===== config.mk =====
export PLATFORM = sky130hd
export DESIGN_NAME = wb_inject_arbiter_flat
export DESIGN_NICKNAME = d
export VERILOG_FILES = /design/src/rtl/md_wb_pkg.sv /design/src/rtl/wb_inject_arbiter_if.sv /design/src/rtl/wb_fifo.sv /design/src/rtl/wb_inject_arbiter.sv /design/src/flat_wrapper.sv
export SDC_FILE = /design/constraint.sdc
export NUM_CORES = 1
export LEC_CHECK = 0
export CORE_AREA = 2 2 232 234
export DETAILED_ROUTE_END_ITERATION = 12
export DIE_AREA = 0 0 234 236
export PLACE_DENSITY_LB_ADDON = 0.12
export SLEW_MARGIN = 20
export SYNTH_ARGS = -nofsm -noshare
export SYNTH_HDL_FRONTEND = slang
export SYNTH_SLANG_ARGS = --single-unit
export TNS_END_PERCENT = 20

===== constraint.sdc =====
create_clock -name clk -period 7.2 [get_ports clk]
set_input_delay 1.08 -clock clk [delete_from_list [all_inputs] [get_ports clk]]
set_output_delay 1.08 -clock clk [all_outputs]
set_load 0.1 [all_outputs]

===== src/rtl/md_wb_pkg.sv =====
// md_wb_pkg: shared widths, writeback word layout and arbiter state type
package md_wb_pkg;
    localparam int NUM_REQ = 4;
    localparam int DATA_WIDTH = 32;
    localparam int CELL_ID_WIDTH = 3;
    localparam int PARTICLE_ID_WIDTH = 7;
    localparam int ID_WIDTH = 3*CELL_ID_WIDTH+PARTICLE_ID_WIDTH;
    localparam int WB_WIDTH = ID_WIDTH+3*DATA_WIDTH;
    localparam int FIFO_DEPTH = 4;
    localparam int CNT_WIDTH = 16;
    localparam int RR_WIDTH = $clog2(NUM_REQ);
    localparam int FCNT_WIDTH = $clog2(FIFO_DEPTH)+1;
    typedef struct packed {
        logic [ID_WIDTH-1:0] id;
        logic [DATA_WIDTH-1:0] fx;
        logic [DATA_WIDTH-1:0] fy;
        logic [DATA_WIDTH-1:0] fz;
    } wb_word_t;
    typedef enum logic [1:0] {IDLE, RUN, DRAIN, DONE} wb_arb_state_e;
    function automatic logic [RR_WIDTH-1:0] rr_inc(input logic [RR_WIDTH-1:0] g);
        return (g == RR_WIDTH'(NUM_REQ-1)) ? '0 : g + 1'b1;
    endfunction
endpackage


===== src/rtl/wb_inject_arbiter_if.sv =====
// wb_inject_arbiter_if: pipeline writeback requests and the injection-side handshake
interface wb_inject_arbiter_if;
    import md_wb_pkg::*;
    logic [NUM_REQ-1:0] req_valid;
    logic [NUM_REQ-1:0] req_last;
    logic [NUM_REQ-1:0] req_ready;
    wb_word_t [NUM_REQ-1:0] req_data;
    logic wb_valid;
    logic wb_ready;
    wb_word_t wb_data;
    modport slave (
        input req_valid, req_last, req_data, wb_ready,
        output req_ready, wb_valid, wb_data
    );
    modport master (
        output req_valid, req_last, req_data, wb_ready,
        input req_ready, wb_valid, wb_data
    );
endinterface


===== src/rtl/wb_fifo.sv =====
// wb_fifo: small synchronous writeback buffer with occupancy count and head output
module wb_fifo
    import md_wb_pkg::*;
#(
    parameter int DEPTH = FIFO_DEPTH
) (
    input logic clk,
    input logic rst_n,
    input logic push,
    input wb_word_t din,
    input logic pop,
    output wb_word_t head,
    output logic [$clog2(DEPTH):0] count
);
    localparam int AW = $clog2(DEPTH);
    localparam int CW = AW+1;
    wb_word_t mem [DEPTH];
    logic [AW-1:0] wr_ptr;
    logic [AW-1:0] rd_ptr;
    always_ff @(posedge clk or negedge rst_n) begin
        if (!rst_n) begin
            for (int i = 0; i < DEPTH; i++) mem[i] <= '0;
            wr_ptr <= '0;
            rd_ptr <= '0;
            count <= '0;
        end else begin
            if (push) begin
                mem[wr_ptr] <= din;
                wr_ptr <= wr_ptr + 1'b1;
            end
            if (pop) rd_ptr <= rd_ptr + 1'b1;
            count <= count + CW'(push) - CW'(pop);
        end
    end
    assign head = mem[rd_ptr];
endmodule


===== src/rtl/wb_inject_arbiter.sv =====
// wb_inject_arbiter: round-robin writeback arbiter, injection buffer and end-of-phase tracking
module wb_inject_arbiter
    import md_wb_pkg::*;
(
    input logic clk,
    input logic rst_n,
    input logic phase_start,
    wb_inject_arbiter_if.slave bus,
    output logic [CNT_WIDTH-1:0] wb_count,
    output logic wb_done
);
    wb_arb_state_e state, state_nxt;
    logic [RR_WIDTH-1:0] rr, gnt_idx, idx;
    logic [NUM_REQ-1:0] gnt, last_seen, last_nxt;
    logic [FCNT_WIDTH-1:0] fcount;
    logic start, pop;
    // Full check uses the registered count, so a same-cycle pop never frees a slot
    always_comb begin
        gnt = '0;
        gnt_idx = rr;
        idx = '0;
        for (int i = 0; i < NUM_REQ; i++) begin
            idx = RR_WIDTH'((int'(rr) + i) % NUM_REQ);
            if (state == RUN && fcount < FCNT_WIDTH'(FIFO_DEPTH) && bus.req_valid[idx] && gnt == '0) begin
                gnt[idx] = 1'b1;
                gnt_idx = idx;
            end
        end
    end
    assign last_nxt = last_seen | (gnt & bus.req_last);
    always_comb begin
        state_nxt = state;
        start = 1'b0;
        case (state)
            IDLE, DONE: if (phase_start) begin
                state_nxt = RUN;
                start = 1'b1;
            end
            RUN: if (&last_nxt) state_nxt = DRAIN;
            DRAIN: if (fcount == '0) state_nxt = DONE;
            default: state_nxt = IDLE;
        endcase
    end
    always_ff @(posedge clk or negedge rst_n) begin
        if (!rst_n) state <= IDLE;
        else state <= state_nxt;
    end
    always_ff @(posedge clk or negedge rst_n) begin
        if (!rst_n) begin
            rr <= '0;
            last_seen <= '0;
            wb_count <= '0;
        end else if (start) begin
            rr <= '0;
            last_seen <= '0;
            wb_count <= '0;
        end else begin
            if (|gnt) begin
                rr <= rr_inc(gnt_idx);
                last_seen <= last_nxt;
            end
            if (pop && !(&wb_count)) wb_count <= wb_count + 1'b1;
        end
    end
    assign pop = bus.wb_valid && bus.wb_ready;
    assign bus.req_ready = gnt;
    assign bus.wb_valid = fcount != '0;
    assign wb_done = state == DONE;
    wb_fifo #(.DEPTH(FIFO_DEPTH)) u_fifo (
        .clk(clk),
        .rst_n(rst_n),
        .push(|gnt),
        .din(bus.req_data[gnt_idx]),
        .pop(pop),
        .head(bus.wb_data),
        .count(fcount)
    );
endmodule

===== src/flat_wrapper.sv =====
// flat-port wrapper written by rule: the top's interface ports become plain ports
module wb_inject_arbiter_flat import md_wb_pkg::*;
  (clk, rst_n, phase_start, wb_count, wb_done, bus_req_valid, bus_req_last, bus_req_data, bus_wb_ready, bus_req_ready, bus_wb_valid, bus_wb_data);
  wb_inject_arbiter_if bus_i ();
  input logic clk;
  input logic rst_n;
  input logic phase_start;
  output logic [CNT_WIDTH-1:0] wb_count;
  output logic wb_done;
  input wire logic [$bits(bus_i.req_valid)-1:0] bus_req_valid;
  input wire logic [$bits(bus_i.req_last)-1:0] bus_req_last;
  input wire logic [$bits(bus_i.req_data)-1:0] bus_req_data;
  input wire logic [$bits(bus_i.wb_ready)-1:0] bus_wb_ready;
  output wire logic [$bits(bus_i.req_ready)-1:0] bus_req_ready;
  output wire logic [$bits(bus_i.wb_valid)-1:0] bus_wb_valid;
  output wire logic [$bits(bus_i.wb_data)-1:0] bus_wb_data;
  assign bus_i.req_valid = bus_req_valid;
  assign bus_i.req_last = bus_req_last;
  assign bus_i.req_data = bus_req_data;
  assign bus_i.wb_ready = bus_wb_ready;
  assign bus_req_ready = bus_i.req_ready;
  assign bus_wb_valid = bus_i.wb_valid;
  assign bus_wb_data = bus_i.wb_data;
  wb_inject_arbiter u_core (.clk(clk), .rst_n(rst_n), .phase_start(phase_start), .bus(bus_i), .wb_count(wb_count), .wb_done(wb_done));
endmodule

==> results of run 1 <==
==> layout make-up <==
type	count	area, um2
fill	4078	19600
tap	696	871
inverter	14	52.6
sequential	479	12000
multi-input combinational	1086	12600
clock inverter	9	123
timing repair buffer	616	6250
clock buffer	80	1560
==> worst max-delay path by stage <==
stage                           startpoint                     end  slack (ns)  depth (start not counted)
final                         u_core.rr[0]        bus_req_ready[0]        0.83                          9
after global routing          u_core.rr[0]        bus_req_ready[0]        0.62                          9
after CTS                     u_core.rr[0]        bus_req_ready[0]        0.83                          9
after detailed placement      u_core.rr[0]        bus_req_ready[0]        1.47                          9
after global placement    bus_req_valid[3]        bus_req_ready[0]        1.51                          8
after floorplan               u_core.rr[0]  u_core.u_fifo.mem[180]        0.49                         14
==> cells by family after synthesis <==
family	synth area share (%)
AOI/OAI and AO/OA	1.48
xor gates and xnor gates	0.684
adders and majority gates	0.915
buffers and inverters	3.42
DFF	47.1
muxes	44.3
and+or+nand+nor	2.11
==> cell usage in the layout (no fill, tap or decap), drive strengths merged, types with 10 or more instances in the layout <==
| cell type | count |
|---|---|
| nor2 | 27 |
| dfrtp | 479 |
| inv | 14 |
| clkdlybuf4s50 | 591 |
| clkbuf | 80 |
| mux2i | 341 |
| a21oi | 10 |
| nand2 | 22 |
| ha | 17 |
| buf | 25 |
| mux2 | 450 |
| xor2 | 11 |
| mux4 | 116 |
==> stage by stage <==
stage | std cells | hold WS (ns) | instance area, um2 | worst slack (ns)
final | 2980 | 0.482 | 33500 | 0.834
after global routing | 2980 | 0.496 | 33500 | 0.617
after CTS | 2980 | 0.483 | 33500 | 0.830
after detailed placement | 2891 | 0.475 | 31800 | 1.47
after global placement | 2891 | 0.467 | 31800 | 1.51
after floorplan | 1699 | 0.445 | 25400 | 0.494
==> critical path, stage by stage, from the launching register on <==
cell                              delay, ns
sky130_fd_sc_hd__dfrtp_1               0.88
sky130_fd_sc_hd__inv_1                 0.23
sky130_fd_sc_hd__ha_1                  0.51
sky130_fd_sc_hd__mux2_1                0.35
sky130_fd_sc_hd__a2bb2oi_1             0.44
sky130_fd_sc_hd__a21oi_2               0.16
sky130_fd_sc_hd__a2111o_1              0.46
sky130_fd_sc_hd__a2111o_1              0.41
sky130_fd_sc_hd__nand2_1               0.12
sky130_fd_sc_hd__clkdlybuf4s50_1       1.14
==> synthesized netlist by cell type (2+ instances only) <==
cell type and count:
sky130_fd_sc_hd__a2111o_1 2, sky130_fd_sc_hd__a211oi_1 3, sky130_fd_sc_hd__a21o_1 3, sky130_fd_sc_hd__a21oi_1 9, sky130_fd_sc_hd__a22o_1 2, sky130_fd_sc_hd__a31oi_1 2
sky130_fd_sc_hd__and2_1 3, sky130_fd_sc_hd__and3_1 3, sky130_fd_sc_hd__and4_1 3, sky130_fd_sc_hd__buf_1 17, sky130_fd_sc_hd__buf_2 42, sky130_fd_sc_hd__buf_4 11
sky130_fd_sc_hd__buf_6 35, sky130_fd_sc_hd__clkbuf_1 14, sky130_fd_sc_hd__dfrtp_1 479, sky130_fd_sc_hd__ha_1 17, sky130_fd_sc_hd__inv_1 14, sky130_fd_sc_hd__mux2_1 322
sky130_fd_sc_hd__mux2_2 85, sky130_fd_sc_hd__mux2_4 43, sky130_fd_sc_hd__mux2i_1 341, sky130_fd_sc_hd__mux4_2 116, sky130_fd_sc_hd__nand2_1 19, sky130_fd_sc_hd__nand2_4 3
sky130_fd_sc_hd__nand3_1 4, sky130_fd_sc_hd__nand3b_1 3, sky130_fd_sc_hd__nand4_1 5, sky130_fd_sc_hd__nand4b_1 2, sky130_fd_sc_hd__nor2_1 27, sky130_fd_sc_hd__nor2b_1 6
sky130_fd_sc_hd__nor3_1 4, sky130_fd_sc_hd__o2111a_1 2, sky130_fd_sc_hd__o21ai_0 8, sky130_fd_sc_hd__o31ai_1 2, sky130_fd_sc_hd__or3_1 4, sky130_fd_sc_hd__or4_4 2
sky130_fd_sc_hd__xnor2_1 7, sky130_fd_sc_hd__xor2_1 11
==> state kept, by name (all words and copies together), names as in the netlist <==
signal / flops
u_core.u_fifo.rd_ptr: 2
u_core.rr: 2
u_core.u_fifo.mem: 448
u_core.last_seen: 4
u_core.u_fifo.wr_ptr: 2
u_core.wb_count: 16
u_core.state: 2
u_core.u_fifo.count: 3
==> routing by layer <==
metal | share of wire, % | vias to the layer above
met1 | 41 | 8480
li1 | - | 7480
met5 | 0 | -
met4 | 2.7 | 0
met3 | 5.6 | 95
met2 | 50 | 419
==> results_tabular.tex, run 1 <==
\begin{tabular}{lr}
\hline
Metric & Value \\
\hline
\multicolumn{2}{l}{\textbf{Outcome}} \\
Status & finished, final reports clean \\
\multicolumn{2}{l}{\textbf{Place}} \\
DP Wirelength & 43600 um \\
GPL Wtd Cong & 0.848 \\
IO buf count & 593 \\
\multicolumn{2}{l}{\textbf{Global route}} \\
First-pass GRT wire length & 99100 um \\
Met1 track demand over resource in global routing & 28.9\% \\
Global-route track usage on met2 & 39.7\% \\
GRT Total Usage & 22.9\% \\
Most utilized layer in the global route result & met2 \\
Global route overflow & 0 \\
Pin count of the biggest net entering global routing & 177 \\
Via count of the first global-routing pass & 17986 \\
Met3 capacity usage during global routing & 4.47\% \\
Initial antenna violation count & 0 \\
\multicolumn{2}{l}{\textbf{Logic synthesis}} \\
Count of mapped cells out of synthesis & 1699 \\
Average footprint of a synthesized cell & 15.0 um2 \\
Async set-reset flop share out of synthesis & 100\% \\
Number of flops mapped to enable cells by yosys & 0 \\
Post-synthesis register bit count & 479 \\
Part of the Yosys area used for sequential elements & 47.1\% \\
Predominant post-synthesis flop cell & sky130\_fd\_sc\_hd\_\_dfrtp\_1 \\
Synth Net Count & 2177 \\
Library cell occupying the most area in the post-synthesis netlist & sky130\_fd\_sc\_hd\_\_dfrtp\_1 \\
Yosys warning total & 0 \\
Cells taking the most area after synthesis & sky130\_fd\_sc\_hd\_\_dfrtp\_1, sky130\_fd\_sc\_hd\_\_mux2\_1, sky130\_fd\_sc\_hd\_\_mux2i\_1, sky130\_fd\_sc\_hd\_\_mux4\_2, sky130\_fd\_sc\_hd\_\_mux2\_2 \\
Yosys cell types & 62 \\
Cell area after technology mapping & 25400 um2 \\
Share of Yosys cell area claimed by the top area cell type & 47.1\% \\
\multicolumn{2}{l}{\textbf{Floorplanning}} \\
Row cnt & 85 \\
Starting Density & 47.9\% \\
Total Die Area & 55200 um2 \\
Core region area & 53100 um2 \\
Horiz. Die Dim & 234 um \\
Die Y & 236 um \\
IO Count & 594 \\
\multicolumn{2}{l}{\textbf{Setup path}} \\
Source of the worst register-to-register timing path & u\_core.rr[0] \\
Worst Path Arrival & 5.29 ns \\
Worst Setup Path Type & reg2out \\
Worst reg2reg setup slack & 1.61 ns \\
Critical path launch point type & flip-flop \\
Number of cells on the worst reg-to-reg path & 12 \\
Largest fanout of any net on the critical path & 17 \\
Data required time of the critical path & 6.12 ns \\
Endpoint type of the worst setup path & primary output \\
Endpoint of the most critical register-to-register path & u\_core.u\_fifo.mem[379] \\
\multicolumn{2}{l}{\textbf{CTS}} \\
TritonCTS clock tree & done \\
Inserted Clock Buffers & 50 \\
Cts repair resizes & 0 \\
Root buffer cell & sky130\_fd\_sc\_hd\_\_clkbuf\_16 \\
Setup Buffers After CTS & 0 \\
Clk Latency, worst-skew pair & 0.58 ns \\
Hold-fix buffers at CTS & 0 \\
Clk slew on worst S/H paths & 0.06 ns \\
Maximum level of the CTS H-tree & 2 \\
CTS sink cnt & 479 \\
Maximum number of buffers from clock root to sink & 3 \\
\multicolumn{2}{l}{\textbf{Timing}} \\
Relative slew slack & 25.5\% \\
Clock skew after layout & 0.0144 ns \\
Final-report setup violation count & 0 \\
Final min period & 6.37 ns \\
Final period util & 88.4\% \\
Unrepaired setup endpoints after global routing & no \\
Transition time of the tightest slew-check pin & 1.11 ns \\
Number of max-slew violations in the final report & 0 \\
Fin Setup TNS & 0 ns \\
Max Fclk & 157 MHz \\
Number of failing hold endpoints at the final stage & 0 \\
\multicolumn{2}{l}{\textbf{Detailed routing}} \\
Detailed-route wire length per cell & 21.2 um \\
Number of antenna-violating nets in the routed design & 0 \\
DR DRC count & 0 \\
Number of optimization iterations in the first detailed-route pass & 4 \\
Via density per instance & 5.53 \\
Number of vias in the routed layout & 16474 \\
Total wire length & 63300 um \\
Number of design-rule violations left by the first detailed-router iteration & 644 \\
\multicolumn{2}{l}{\textbf{Finish}} \\
Area Overhead vs Synth & 31.6\% \\
Count of antenna diodes in the layout & 0 \\
Final \#Nets & 2725 \\
Proportion of layout cells with a drive suffix above 1 & 15.8\% \\
Utilization after layout & 63.1\% \\
\multicolumn{2}{l}{\textbf{Flow run}} \\
Max-cap check violation count & 0 \\
\multicolumn{2}{l}{\textbf{Worst hold path}} \\
Type of the tightest min-delay check & in2async \\
\hline
\end{tabular}
Power of run 1 is left out: the tool's default activity adds up to more than one toggle a clock period on the data nets, which glitch-free logic cannot reach.
==> inputs of run 2 (changes only) <==
==> constraint.sdc (replaced) <==
create_clock -name clk -period 7.2 [get_ports clk]
set_input_delay 1.44 -clock clk [delete_from_list [all_inputs] [get_ports clk]]
set_output_delay 1.44 -clock clk [all_outputs]
set_load 0.1 [all_outputs]
==> run 2 against run 1 <==
Wire length about the same. Largest cell class unchanged. Via count is 1.4% lower. Setup slack improved by 0.098 ns. Non-clock buffer count up 3. Flip-flop and latch count is the same.
==> results_tabular.tex, run 2 (synthesis gave the netlist of run 1 again) <==
\begin{tabular}{lr}
\hline
Metric & Value \\
\hline
\multicolumn{2}{l}{\textbf{Finish}} \\
Proportion of layout cells with a drive suffix above 1 & 16.0\% (was 15.8\%) \\
Final \#Nets & 2729 (was 2725) \\
Most common cell after layout, fill and taps aside & sky130\_fd\_sc\_hd\_\_clkdlybuf4s50\_1 (unchanged) \\
Top reg by flops & u\_core.u\_fifo.mem (unchanged) \\
Area Overhead vs Synth & 31.6\% (about the same) \\
Registers with the most flip-flops & u\_core.u\_fifo.mem x448, u\_core.wb\_count x16, u\_core.last\_seen x4 (unchanged) \\
Filler Cell Count & 4043 (was 4078) \\
Most frequent cells in the layout & sky130\_fd\_sc\_hd\_\_clkdlybuf4s50\_1, sky130\_fd\_sc\_hd\_\_dfrtp\_1, sky130\_fd\_sc\_hd\_\_mux2i\_1, sky130\_fd\_sc\_hd\_\_mux2\_1, sky130\_fd\_sc\_hd\_\_mux4\_2 (unchanged) \\
Max FFs per register & 448 (unchanged) \\
\multicolumn{2}{l}{\textbf{Global route}} \\
Initial antenna violation count & 2 (was 0) \\
Pin count of the biggest net entering global routing & 181 (was 177) \\
Via count of the first global-routing pass & 17606 (was 17986) \\
First-pass GRT wire length & 97600 um (was 99100 um) \\
Global route overflow & 0 (unchanged) \\
GRT Total Usage & 22.7\% (was 22.9\%) \\
\multicolumn{2}{l}{\textbf{Timing}} \\
Relative slew slack & 24.2\% (was 25.5\%) \\
Number of failing hold endpoints at the final stage & 0 (unchanged) \\
Fin Setup TNS & 0 ns (unchanged) \\
Max Fclk & 160 MHz (was 157 MHz) \\
Final min period & 6.27 ns (was 6.37 ns) \\
Clock skew after layout & 0.0156 ns (was 0.0144 ns) \\
Final period util & 87.0\% (was 88.4\%) \\
Number of max-slew violations in the final report & 0 (unchanged) \\
Transition time of the tightest slew-check pin & 1.13 ns (was 1.11 ns) \\
Unrepaired setup endpoints after global routing & no (unchanged) \\
Final-report setup violation count & 0 (unchanged) \\
\multicolumn{2}{l}{\textbf{Floorplanning}} \\
Total Die Area & 55200 um2 (unchanged) \\
IO Count & 594 (unchanged) \\
Horiz. Die Dim & 234 um (unchanged) \\
Core region area & 53100 um2 (unchanged) \\
Die Y & 236 um (unchanged) \\
Starting Density & 47.9\% (unchanged) \\
Row cnt & 85 (unchanged) \\
\multicolumn{2}{l}{\textbf{CTS}} \\
Setup Buffers After CTS & 0 (unchanged) \\
CTS sink cnt & 479 (unchanged) \\
TritonCTS clock tree & done (unchanged) \\
Cts repair resizes & 0 (unchanged) \\
Root buffer cell & sky130\_fd\_sc\_hd\_\_clkbuf\_16 (unchanged) \\
Inserted Clock Buffers & 51 (was 50) \\
Clk Latency, worst-skew pair & 0.58 ns (about the same) \\
Clk slew on worst S/H paths & 0.06 ns (about the same) \\
Maximum number of buffers from clock root to sink & 3 (unchanged) \\
Hold-fix buffers at CTS & 0 (unchanged) \\
Maximum level of the CTS H-tree & 2 (unchanged) \\
\multicolumn{2}{l}{\textbf{Detailed routing}} \\
Number of vias in the routed layout & 16250 (was 16474) \\
Detailed-route wire length per cell & 21.2 um (about the same) \\
DR DRC count & 0 (unchanged) \\
Number of design-rule violations left by the first detailed-router iteration & 704 (was 644) \\
Via density per instance & 5.44 (was 5.53) \\
Number of optimization iterations in the first detailed-route pass & 4 (unchanged) \\
Number of antenna-violating nets in the routed design & 0 (unchanged) \\
Total wire length & 63300 um (about the same) \\
\multicolumn{2}{l}{\textbf{Setup path}} \\
Top Family by Delay on Critical Path & buffers and inverters (was compound AO/OA/AOI/OAI gates) \\
Worst Setup Path Type & reg2out (unchanged) \\
Longest individual stage delay on the worst path & 1.15 ns (was 1.14 ns) \\
Largest fanout of any net on the critical path & 17 (unchanged) \\
Crit path cell chain & inv\_1, ha\_1, mux2\_1, a2bb2oi\_1, a221oi\_2, o31ai\_1, a41o\_1, clkdlybuf4s50\_1 (was inv\_1, ha\_1, mux2\_1, a2bb2oi\_1, a21oi\_2, a2111o\_1, a2111o\_1, nand2\_1, clkdlybuf4s50\_1) \\
Critical path launch point type & flip-flop (unchanged) \\
Worst Path Buf+Inv & 2 (unchanged) \\
Worst Path Arrival & 4.83 ns (was 5.29 ns) \\
Data required time of the critical path & 5.76 ns (was 6.12 ns) \\
Max stage delay cell, worst path & sky130\_fd\_sc\_hd\_\_clkdlybuf4s50\_1 (unchanged) \\
Endpoint type of the worst setup path & primary output (unchanged) \\
\multicolumn{2}{l}{\textbf{Outcome}} \\
Status & finished, final reports clean (unchanged) \\
\multicolumn{2}{l}{\textbf{Place}} \\
IO buf count & 593 (unchanged) \\
DP Wirelength & 44200 um (was 43600 um) \\
GPL Wtd Cong & 0.824 (was 0.848) \\
\multicolumn{2}{l}{\textbf{Worst hold path}} \\
Type of the tightest min-delay check & reg2reg (was in2async) \\
\multicolumn{2}{l}{\textbf{Flow run}} \\
Max-cap check violation count & 0 (unchanged) \\
\hline
\end{tabular}
[run 2: cell count changes in the layout (fill, tap and decap cells not counted), sizes merged]
cell,before,now
clkinv,5,14
clkbuf,80,73
buf,25,30
clkdlybuf4s50,591,589
clkinvlp,1,0
diode,0,1
[run 2: worst paths after layout]
check / start / end / slack, ns / depth (start not counted)
max: u_core.rr[0] / bus_req_ready[3] / 0.93 / 8
min: u_core.last_seen[2] / u_core.last_seen[2] / 0.48 / 2
max reg2reg: u_core.rr[0] / u_core.u_fifo.mem[369] / 1.78 / 12
min reg2reg: u_core.last_seen[2] / u_core.last_seen[2] / 0.48 / 2
max in group asynchronous: rst_n / u_core.u_fifo.mem[373] / 4.76 / 2
min in group asynchronous: rst_n / u_core.u_fifo.mem[357] / 0.92 / 1
[run 2: final cells by class]
cell class	instances	area, um2	share of cell area [%]
Clock buffer	73	1460	4.37
Tap cell	696	871	2.60
Timing Repair Buffer	619	6290	18.8
Clock inverter	17	164	0.490
Antenna cell	1	2.50	0.00748
Sequential cell	479	12000	35.8
Inverter	14	52.6	0.157
Multi-Input combinational cell	1086	12600	37.7
[run 2: routing by layer]
layer	vias to the layer above	GRT usage, %	routed length (um)
met5	-	0	13
met4	2	6.66	1520
met3	86	4.92	3920
met2	405	39.6	31900
met1	8269	28.2	25900
li1	7488	-	-
[run 2: per-stage QoR]
step / setup slack, ns / instance area (um2) / hold slack [ns] / utilization (%) / cells
2_1_floorplan: 0.189 / 25400 / 0.445 / - / 1699
3_3_place_gp: 1.23 / 31800 / 0.464 / 60.0 / 2894
3_5_place_dp: 1.19 / 31800 / 0.467 / 60.0 / 2894
4_1_cts: 0.917 / 33500 / 0.482 / 63.1 / 2984
5_1_grt: 0.640 / 33500 / 0.496 / 63.1 / 2985
6_report: 0.933 / 33500 / 0.479 / 63.1 / 2985
[run 2: worst min-delay path: stages, from the launching register on]
cell	delay (ns)
sky130_fd_sc_hd__dfrtp_1	0.32
sky130_fd_sc_hd__a21oi_1	0.05
sky130_fd_sc_hd__nor2_1	0.07
Power of run 2 is left out for the same reason.
==> inputs of run 3 (changes only) <==
--- a/config.mk
+++ b/config.mk
@@ -8,8 +8,7 @@
 export CORE_AREA = 2 2 232 234
 export DETAILED_ROUTE_END_ITERATION = 12
 export DIE_AREA = 0 0 234 236
-export PLACE_DENSITY_LB_ADDON = 0.12
-export SLEW_MARGIN = 20
+export PLACE_DENSITY_LB_ADDON = 0.3
 export SYNTH_ARGS = -nofsm -noshare
 export SYNTH_HDL_FRONTEND = slang
 export SYNTH_SLANG_ARGS = --single-unit
==> constraint.sdc (replaced) <==
create_clock -name clk -period 7.2 [get_ports clk]
set_input_delay 0.72 -clock clk [delete_from_list [all_inputs] [get_ports clk]]
set_output_delay 0.72 -clock clk [all_outputs]
set_load 0.1 [all_outputs]
==> run 3 against run 2 <==
Sequential share of layout area is 0.074 points lower. Clock skew is 0.00075 ns lower. Register-to-register slack worse by 0.26 ns.
==> results_tabular.tex, run 3 (synthesis gave the netlist of run 1 again) <==
\begin{tabular}{lr}
\hline
Metric & Value \\
\hline
\multicolumn{2}{l}{\textbf{CTS}} \\
Root buffer cell & sky130\_fd\_sc\_hd\_\_clkbuf\_16 (unchanged) \\
Maximum level of the CTS H-tree & 2 (unchanged) \\
Clk Latency, worst-skew pair & 0.57 ns (was 0.58 ns) \\
Inserted Clock Buffers & 49 (was 51) \\
CTS sink cnt & 479 (unchanged) \\
Hold-fix buffers at CTS & 0 (unchanged) \\
Setup Buffers After CTS & 0 (unchanged) \\
TritonCTS clock tree & done (unchanged) \\
Clk slew on worst S/H paths & 0.06 ns (about the same) \\
Cts repair resizes & 0 (unchanged) \\
Maximum number of buffers from clock root to sink & 3 (unchanged) \\
\multicolumn{2}{l}{\textbf{Detailed routing}} \\
Number of antenna-violating nets in the routed design & 0 (unchanged) \\
Number of optimization iterations in the first detailed-route pass & 5 (was 4) \\
Number of vias in the routed layout & 16506 (was 16250) \\
Number of design-rule violations left by the first detailed-router iteration & 791 (was 704) \\
Detailed-route wire length per cell & 21.6 um (was 21.2 um) \\
Total wire length & 64300 um (was 63300 um) \\
DR DRC count & 0 (unchanged) \\
Via density per instance & 5.54 (was 5.44) \\
\multicolumn{2}{l}{\textbf{Timing}} \\
Final-report setup violation count & 0 (unchanged) \\
Number of failing hold endpoints at the final stage & 0 (unchanged) \\
Unrepaired setup endpoints after global routing & no (unchanged) \\
Fin Setup TNS & 0 ns (unchanged) \\
Number of max-slew violations in the final report & 0 (unchanged) \\
Final period util & 84.7\% (was 87.0\%) \\
Clock skew after layout & 0.0148 ns (was 0.0156 ns) \\
Relative slew slack & 24.3\% (was 24.2\%) \\
Transition time of the tightest slew-check pin & 1.14 ns (was 1.13 ns) \\
Max Fclk & 164 MHz (was 160 MHz) \\
Hold\_ws & 0.205 ns (was 0.479 ns) \\
Final min period & 6.10 ns (was 6.27 ns) \\
\multicolumn{2}{l}{\textbf{Finish}} \\
Sequential cell area in the final layout & 12000 um2 (unchanged) \\
Most frequent cells in the layout & sky130\_fd\_sc\_hd\_\_clkdlybuf4s50\_1, sky130\_fd\_sc\_hd\_\_dfrtp\_1, sky130\_fd\_sc\_hd\_\_mux2i\_1, sky130\_fd\_sc\_hd\_\_mux2\_1, sky130\_fd\_sc\_hd\_\_mux4\_2 (unchanged) \\
Filler Cell Count & 3927 (was 4043) \\
Top reg by flops & u\_core.u\_fifo.mem (unchanged) \\
Registers with the most flip-flops & u\_core.u\_fifo.mem x448, u\_core.wb\_count x16, u\_core.last\_seen x4 (unchanged) \\
Area taken by multi-input logic gates & 12600 um2 (unchanged) \\
Max FFs per register & 448 (unchanged) \\
Final \#Nets & 2722 (was 2729) \\
Proportion of layout cells with a drive suffix above 1 & 16.0\% (about the same) \\
Final design area excluding fillers & 33500 um2 (about the same) \\
Most common cell after layout, fill and taps aside & sky130\_fd\_sc\_hd\_\_clkdlybuf4s50\_1 (unchanged) \\
Area Overhead vs Synth & 31.9\% (was 31.6\%) \\
\multicolumn{2}{l}{\textbf{Setup path}} \\
Critical path launch point type & flip-flop (unchanged) \\
Endpoint type of the worst setup path & primary output (unchanged) \\
Source of the worst register-to-register timing path & u\_core.rr[0] (unchanged) \\
Worst Setup Path Type & reg2out (unchanged) \\
Worst Setup SP & u\_core.rr[0] (unchanged) \\
Worst Path Arrival & 5.38 ns (was 4.83 ns) \\
Data required time of the critical path & 6.48 ns (was 5.76 ns) \\
Largest fanout of any net on the critical path & 17 (unchanged) \\
\multicolumn{2}{l}{\textbf{Worst hold path}} \\
Type of the tightest min-delay check & in2async (was reg2reg) \\
\multicolumn{2}{l}{\textbf{Floorplanning}} \\
Die Y & 236 um (unchanged) \\
Core region area & 53100 um2 (unchanged) \\
IO Count & 594 (unchanged) \\
Horiz. Die Dim & 234 um (unchanged) \\
Starting Density & 47.9\% (unchanged) \\
Total Die Area & 55200 um2 (unchanged) \\
Row cnt & 85 (unchanged) \\
\multicolumn{2}{l}{\textbf{Global route}} \\
Initial antenna violation count & 6 (was 2) \\
Global route overflow & 0 (unchanged) \\
Pin count of the biggest net entering global routing & 183 (was 181) \\
First-pass GRT wire length & 100000 um (was 97600 um) \\
Via count of the first global-routing pass & 18066 (was 17606) \\
GRT Total Usage & 23.3\% (was 22.7\%) \\
\multicolumn{2}{l}{\textbf{Outcome}} \\
Status & finished, final reports clean (unchanged) \\
\multicolumn{2}{l}{\textbf{Place}} \\
IO buf count & 593 (unchanged) \\
GPL Wtd Cong & 0.847 (was 0.824) \\
DP Wirelength & 43800 um (was 44200 um) \\
Standard cell area after detailed placement & 31700 um2 (was 31800 um2) \\
\multicolumn{2}{l}{\textbf{Flow run}} \\
Max-cap check violation count & 0 (unchanged) \\
\hline
\end{tabular}
-- run 3: changes by cell type in the layout (fill, tap and decap cells not counted), sizes merged --
cell / change
inv: +1
bufinv: +6
clkinv: -6
clkbuf: -2
clkdlybuf4s50: +3
buf: -8
clkinvlp: +2
-- run 3: per-stage QoR --
stage	setup WS, ns	util (%)	cells
after floorplan	0.494	-	1699
after global placement	1.83	59.8	2889
after detailed placement	1.57	59.8	2889
after CTS	1.09	63.2	2980
after global routing	0.869	63.2	2981
final	1.10	63.2	2981
-- run 3: area by class of cell --
type                    instances  share of cell area (%)
well taps                     696                    2.60
inverters                      14                   0.157
diodes                          1                 0.00746
clock buffers                  71                    4.36
multi-input cells            1086                    37.7
flip-flops and latches        479                    35.8
repair buffers                614                    18.4
clock inverters                20                    1.01
-- run 3: critical path, cell delays in order (launching register included) --
cell and delay, ns:
sky130_fd_sc_hd__dfrtp_1 0.84, sky130_fd_sc_hd__inv_1 0.22, sky130_fd_sc_hd__ha_1 0.52, sky130_fd_sc_hd__mux2_1 0.35, sky130_fd_sc_hd__a2bb2oi_1 0.54, sky130_fd_sc_hd__a21oi_2 0.19
sky130_fd_sc_hd__a2111o_1 0.47, sky130_fd_sc_hd__a2111o_1 0.42, sky130_fd_sc_hd__nand2_1 0.10, sky130_fd_sc_hd__clkdlybuf4s50_1 1.15
-- run 3: path summary, 6_finish.rpt --
path | slack [ns] | depth (start not counted) | to
hold reg to reg | 0.48 | 2 | u_core.last_seen[2]
max in group asynchronous | 5.29 | 2 | u_core.u_fifo.rd_ptr[1]
setup / recovery | 1.10 | 9 | bus_req_ready[0]
setup reg to reg | 1.52 | 12 | u_core.u_fifo.mem[38]
min in group clk | 0.48 | 2 | u_core.last_seen[2]
hold / removal | 0.21 | 1 | u_core.u_fifo.mem[277]
-- run 3: layer usage --
layer / up-vias / share of wire [%] / routed length (um) / track usage (%)
li1: 7458 / - / - / -
met1: 8485 / 40 / 25800 / 28.5
met2: 450 / 51 / 33000 / 41.3
met3: 107 / 5.8 / 3730 / 4.35
met4: 6 / 2.8 / 1800 / 7.54
met5: - / 0.050 / 32 / 0
Power of run 3 is left out for the same reason.
